**src/rtl/ssd1963_wr_engine.sv**
```systemverilog
// ssd1963_wr_engine: buffered 8080-style SSD1963 write sequencer; define SSD_CS_BURST_EN to keep CS_n low across a batch
module ssd1963_wr_engine #(
   parameter int DW    = 16,
   parameter int AW    = 3,
   parameter int T_SU  = 1,
   parameter int T_WRL = 2,
   parameter int T_HLD = 1
) (
   input  logic          clkB,
   input  logic          rstB_n,
   input  logic          Kick_clkB,
   input  logic          PushEn,
   input  logic          PushDC,
   input  logic [DW-1:0] PushData,
   output logic          Full,
   output logic          Busy,
   output logic          Done_clkB,
   output logic          Overflow,
   output logic          LCD_CS_n,
   output logic          LCD_WR_n,
   output logic          LCD_RD_n,
   output logic          LCD_DC,
   output logic [DW-1:0] LCD_D
);
   localparam int DEPTH = 1 << AW;
   localparam int CW = 8;
`ifdef SSD_CS_BURST_EN
   typedef enum logic [2:0] {IDLE, SETUP, STROBE, HOLD} state_t;
`else
   typedef enum logic [2:0] {IDLE, SETUP, STROBE, HOLD, GAP} state_t;
`endif
   state_t        state, stateNext;
   logic [CW-1:0] cnt, cntNext;
   logic          pop, doneNext, pending, pushOk, empty;
   logic [AW-1:0] wrPtr, rdPtr;
   logic [AW:0]   count, countNext;
   logic [DW:0]   mem [DEPTH];

   assign empty     = count == '0;
   assign pushOk    = PushEn && (!Full || pop);
   assign countNext = count + (AW+1)'(pushOk) - (AW+1)'(pop);
   assign Busy      = state != IDLE;
   assign LCD_RD_n  = 1'b1;

   // Next state: each phase runs until the shared counter hits zero; pops happen on entry to SETUP
   always_comb begin
      stateNext = state;
      cntNext   = cnt - 1'b1;
      pop       = 1'b0;
      doneNext  = 1'b0;
      case (state)
         IDLE:
            if ((Kick_clkB || pending) && !empty) begin
               stateNext = SETUP;
               cntNext   = CW'(T_SU - 1);
               pop       = 1'b1;
            end else
               doneNext = Kick_clkB;
         SETUP:
            if (cnt == '0) begin
               stateNext = STROBE;
               cntNext   = CW'(T_WRL - 1);
            end
         STROBE:
            if (cnt == '0) begin
               stateNext = HOLD;
               cntNext   = CW'(T_HLD - 1);
            end
         HOLD:
            if (cnt == '0) begin
               if (empty) begin
                  stateNext = IDLE;
                  doneNext  = 1'b1;
               end else begin
`ifdef SSD_CS_BURST_EN
                  stateNext = SETUP;
                  cntNext   = CW'(T_SU - 1);
                  pop       = 1'b1;
`else
                  stateNext = GAP;
`endif
               end
            end
`ifndef SSD_CS_BURST_EN
         GAP: begin
            stateNext = SETUP;
            cntNext   = CW'(T_SU - 1);
            pop       = 1'b1;
         end
`endif
         default: stateNext = IDLE;
      endcase
   end

   // State, timer, pending kick and FIFO bookkeeping
   always_ff @(posedge clkB) begin
      if (!rstB_n) begin
         state    <= IDLE;
         cnt      <= '0;
         pending  <= 1'b0;
         wrPtr    <= '0;
         rdPtr    <= '0;
         count    <= '0;
         Full     <= 1'b0;
         Overflow <= 1'b0;
      end else begin
         state    <= stateNext;
         cnt      <= cntNext;
         pending  <= (state != IDLE) && (pending || Kick_clkB);
         wrPtr    <= wrPtr + AW'(pushOk);
         rdPtr    <= rdPtr + AW'(pop);
         count    <= countNext;
         Full     <= countNext == (AW+1)'(DEPTH);
         Overflow <= Overflow || (PushEn && !pushOk);
      end
   end

   // FIFO storage; stale entries are ignored once the pointers reset
   always_ff @(posedge clkB) begin
      if (pushOk) mem[wrPtr] <= {PushDC, PushData};
   end

   // Registered bus outputs decoded from the upcoming state
   always_ff @(posedge clkB) begin
      if (!rstB_n) begin
         LCD_CS_n  <= 1'b1;
         LCD_WR_n  <= 1'b1;
         LCD_DC    <= 1'b0;
         LCD_D     <= '0;
         Done_clkB <= 1'b0;
      end else begin
         LCD_CS_n  <= !(stateNext inside {SETUP, STROBE, HOLD});
         LCD_WR_n  <= stateNext != STROBE;
         Done_clkB <= doneNext;
         if (pop) {LCD_DC, LCD_D} <= mem[rdPtr];
      end
   end
endmodule

```
**config.mk**
```make
export PLATFORM = sky130hd
export DESIGN_NAME = ssd1963_wr_engine
export DESIGN_NICKNAME = d
export VERILOG_FILES = /design/src/rtl/ssd1963_wr_engine.sv
export SDC_FILE = /design/constraint.sdc
export NUM_CORES = 1
export LEC_CHECK = 0
export BUFFER_PORTS_ARGS = -buffer_cell sky130_fd_sc_hd__buf_2
export CAP_MARGIN = 0
export CORE_MARGIN = 2
export CORE_UTILIZATION = 55
export CTS_BUF_LIST = sky130_fd_sc_hd__clkbuf_2 sky130_fd_sc_hd__clkbuf_4 sky130_fd_sc_hd__clkbuf_8
export DETAILED_ROUTE_END_ITERATION = 7
export PLACE_DENSITY = 0.79
export SYNTH_ARGS = -nofsm -noshare
export SYNTH_HDL_FRONTEND = slang
export SYNTH_SLANG_ARGS = --single-unit
```
**constraint.sdc**
```tcl
create_clock -name clkB -period 4.5 [get_ports clkB]
set_clock_uncertainty 0.2 [all_clocks]
set_input_delay 0.225 -clock clkB [delete_from_list [all_inputs] [get_ports clkB]]
set_output_delay 0.225 -clock clkB [all_outputs]
set_load 0.01 [all_outputs]
```
==> reports/results.txt <==
Fill cells in the final layout number 874. The width of the die came out at 117.7 um. After layout, the minimum clock period comes to 3032 ps. Traced cell by cell, the critical path runs through inv_1, ha_1, or3b_4, a21oi_1, nor2_1, ha_1, inv_1, ha_1, inv_1, fa_1, nand3b_1, nor3_1. On the worst path, the slowest cell contributes a delay of 490 ps.

Global routing consumed, over all layers together, 19.15% of the routing resources. Cell type with the largest total area after synthesis: edfxtp_1. Timing analysis after detailed placement gives a worst setup slack of 1506 ps. The leakage power of the design was 2.856 nW; the maximum level of the CTS H-tree was 4. The highest ir drop seen on vdd is 0.0004453 V, and the count of state elements after synthesis is 180. STA classifies the critical path endpoint as a register. The initialized floorplan defines 41 standard-cell rows. The logs give 69.86% for the sequential fraction of the synthesis area and 4 for the number of iterations in the first detailed-routing pass. The number of routed nets with antenna violations was 0; the area share of xor/xnor cells in the synthesized design was 1.356%.

Timing would allow up to 329.8 MHz. Family of cells with the greatest summed delay on the critical path: adder cells. The number of hold violations in the final report was 0. Buffers inserted during clock tree synthesis total 17.

The die span in y was 117.7 um. The source of the worst hold timing path was LCD_D[14]$_SDFFE_PN0P_. Once the floorplan was initialized, standard cells occupied 56.32% of the core. The quantity of gates resized following cts came out at 0. The synthesized design devotes to its leading area cell type 57.46% of total area. The net count after synthesis was 413; the via count of the first global-routing pass was 3692. The portion of the clock cycle consumed by the worst path in the final layout is 67.38%.

In this run the worst setup path begins at count[2]$_SDFF_PN0_. At the end of the flow, the number of nets in the layout was 490. The critical path is of the reg2reg type. TritonCTS built the clock tree. The total number of vias was 3608; the power density over cell area was 533.5 nW/um^2. Of all nets on the critical path, the largest fanout is 4. Number of warnings issued by yosys: 0. In this run, distinct cell masters in the synthesized netlist total 52.

The run finished with clean final reports. Compared with the post-synthesis result, the final layout area differs by 14.65%. Counting along the longest clock path gives a buffer depth of 2. In this run, synthesis inferred 136 flip-flops with an integrated enable.

Number of sinks driven by the clock tree: 180. Setup violations remaining at the end of the flow were counted as 0. The type of the most critical hold path was reg2reg.

The number of antenna diodes in the final layout is 0. The total of buffers placed on input and output ports was 43; the per-cell via count in the routed design was 5.620. The area share of and/or/nand/nor cells after synthesis is 5.141%. Across all setup checks in the final design, the least slack found is 1468 ps.

The later pin in the worst-skew pair is clocked with a latency of 450 ps. Entering global routing, the biggest net connects 36 pins. The tools report the total negative slack as 0 ps.

The tools report the number of instances in the synthesized netlist as 380. Clock-pin slew was measured on the worst setup and hold paths at 80 ps. STA classifies the critical path startpoint as a register. The pin slew with the least headroom to its limit came out at 1129 ps. Prevailing post-synth register cell: edfxtp_1. In the final layout, the share of cells above drive strength 1 is 27.23%.

The core region is 12620 um^2. The compound-gate portion of the synthesized area is 3.891%. Summing every instance area after synthesis gives 7107 um^2. The run gives 0 as the max-slew violation total from the final report.

Largest family of logic cells by synthesized area: multiplexers. In this run the register-to-register setup slack is 1470 ps. The number of max-cap violations is 0.

The buffers plus inverters on the worst setup path works out to 3. The total wire length after detailed routing is 12350 um, and the area of the die is 13850 um^2. The share of synthesized area spent on multiplexers is 14.72%, and the routed wirelength normalized by instance count is 19.24 um. The tools report the area occupied by multi-input gates as 1998 um^2. The standard cell with the maximum stage delay on the critical path was fa_1.

The number of antenna violations at the first check in global routing was 0; the number of design-rule violations left by the first detailed-router iteration was 291. In the synthesized netlist the async set-or-reset flop fraction comes to 0%. In this run the critical register-to-register path is launched from count[2]$_SDFF_PN0_. Measured against its own limit, the worst slew margin works out to 24.74%. At the end of routability-driven placement, the weighted congestion stood at 0.8035.

The mean instance size in the synthesized netlist works out to 18.70 um^2. The most common cell in the synthesized netlist is edfxtp_1. The cell at the root of the clock tree was clkbuf_8. The design draws 4.347 mW. The HPWL reported at the end of detailed placement is 7082 um. The residual overflow from global routing is 0, and the area share of fa/ha/maj cells after synthesis is 2.218%. In the routed design, unresolved DRC markers number 0. The commonest cells after synthesis are edfxtp_1 (136), dfxtp_1 (44), mux4_1 (21).

The first global-routing pass estimated 19830 um of wire. Data on the critical path arrives at its endpoint at 3200 ps. Data on the critical path is required at its endpoint by 4660 ps. I/O pin count: 45.

Ranked by total cell area, the synthesized netlist is headed by edfxtp_1 (57%), dfxtp_1 (12%), mux4_1 (7.8%). Setup repair after global routing left no endpoint under its margin. The run gives 4966 um^2 as the area occupied by registers.
## what timing repair did
item | 4_1_cts | 5_1_grt
endpoints found under the hold margin | 149 | 0
hold buffers | 22 | 0
buffers inserted | 0 | 0
## where the power goes
part	total (mW)	leakage, nW	switching (mW)	internal, mW
sequential	2.19	1.60	0.182	2.01
combinational	1.04	1.04	0.513	0.527
clock	1.12	0.216	0.544	0.573
## worst paths after layout
kind / end / depth (start not counted)
worst min-delay path: LCD_D[14]$_SDFFE_PN0P_ / 1
worst max register to register: Full$_SDFF_PN0_ / 12
worst min register to register: LCD_D[14]$_SDFFE_PN0P_ / 1
worst max-delay path: Full$_SDFF_PN0_ / 12
## flip-flops by register name, indices dropped and copies added (netlist names)
register,count
rdPtr,3
mem,136
count,4
pending,1
LCD_DC,1
LCD_WR_n,1
cnt,8
state,3
Done_clkB,1
Overflow,1
LCD_D,16
LCD_CS_n,1
Full,1
wrPtr,3
## placed cells by master, fill, tap and decap left out, types with 3 or more instances in the layout
master	synthesis	routed
nand2b_1	4	4
and2_1	6	6
mux4_2	13	13
clkbuf_8	0	21
xor2_1	4	4
nor3_1	3	3
buf_4	2	10
nor4b_2	0	4
nor2_1	17	17
dfxtp_1	44	43
nor2b_1	3	3
nor4_2	1	3
mux2_2	17	17
nand2_1	9	9
a22o_1	17	17
ha_1	11	11
inv_1	10	10
buf_2	4	43
dlygate4sd3_1	0	22
mux4_1	21	21
edfxtp_1	136	136
xnor2_1	7	7
## per-layer routing
| metal | vias to the layer above | GRT usage, % | share of wire (%) |
|---|---|---|---|
| li1 | 1671 | - | - |
| met1 | 1827 | 25.83 | 44 |
| met2 | 94 | 30.20 | 50 |
| met3 | 16 | 5.426 | 4.8 |
| met4 | 0 | 6.702 | 1.5 |
| met5 | - | 0 | 0 |
## cell type report
class	instances	area share [%]
sequential	180	60.95
clock inverter	9	1.428
multi-input combinational	173	24.52
inverter	10	0.4607
clock buffer	23	3.732
timing repair buffer	75	6.265
tap	172	2.641
## cell families (layout without fill, tap and decap cells)
family | count (synthesis) | in the layout
and+or+nand+nor | 64 | 64
xor gates and xnor gates | 11 | 11
muxes | 52 | 52
other | 1 | 1
buffers and inverters | 27 | 117
adders and majority gates | 12 | 12
AOI/OAI and AO/OA | 33 | 33
DFF | 180 | 180
## stage by stage
| stage | area (um^2) | hold WS, ps | cells | util [%] |
|---|---|---|---|---|
| after global routing | 8148 | 303.8 | 642 | 64.56 |
| after detailed placement | 7507 | 262.2 | 588 | 59.49 |
| after floorplan | 7107 | 123.9 | 380 | - |
| after global placement | 7507 | 264.0 | 588 | 59.49 |
| final | 8148 | 281.1 | 642 | 64.56 |
| after CTS | 8148 | 281.2 | 642 | 64.56 |
Note: power is estimated with default switching activity, not from simulation.
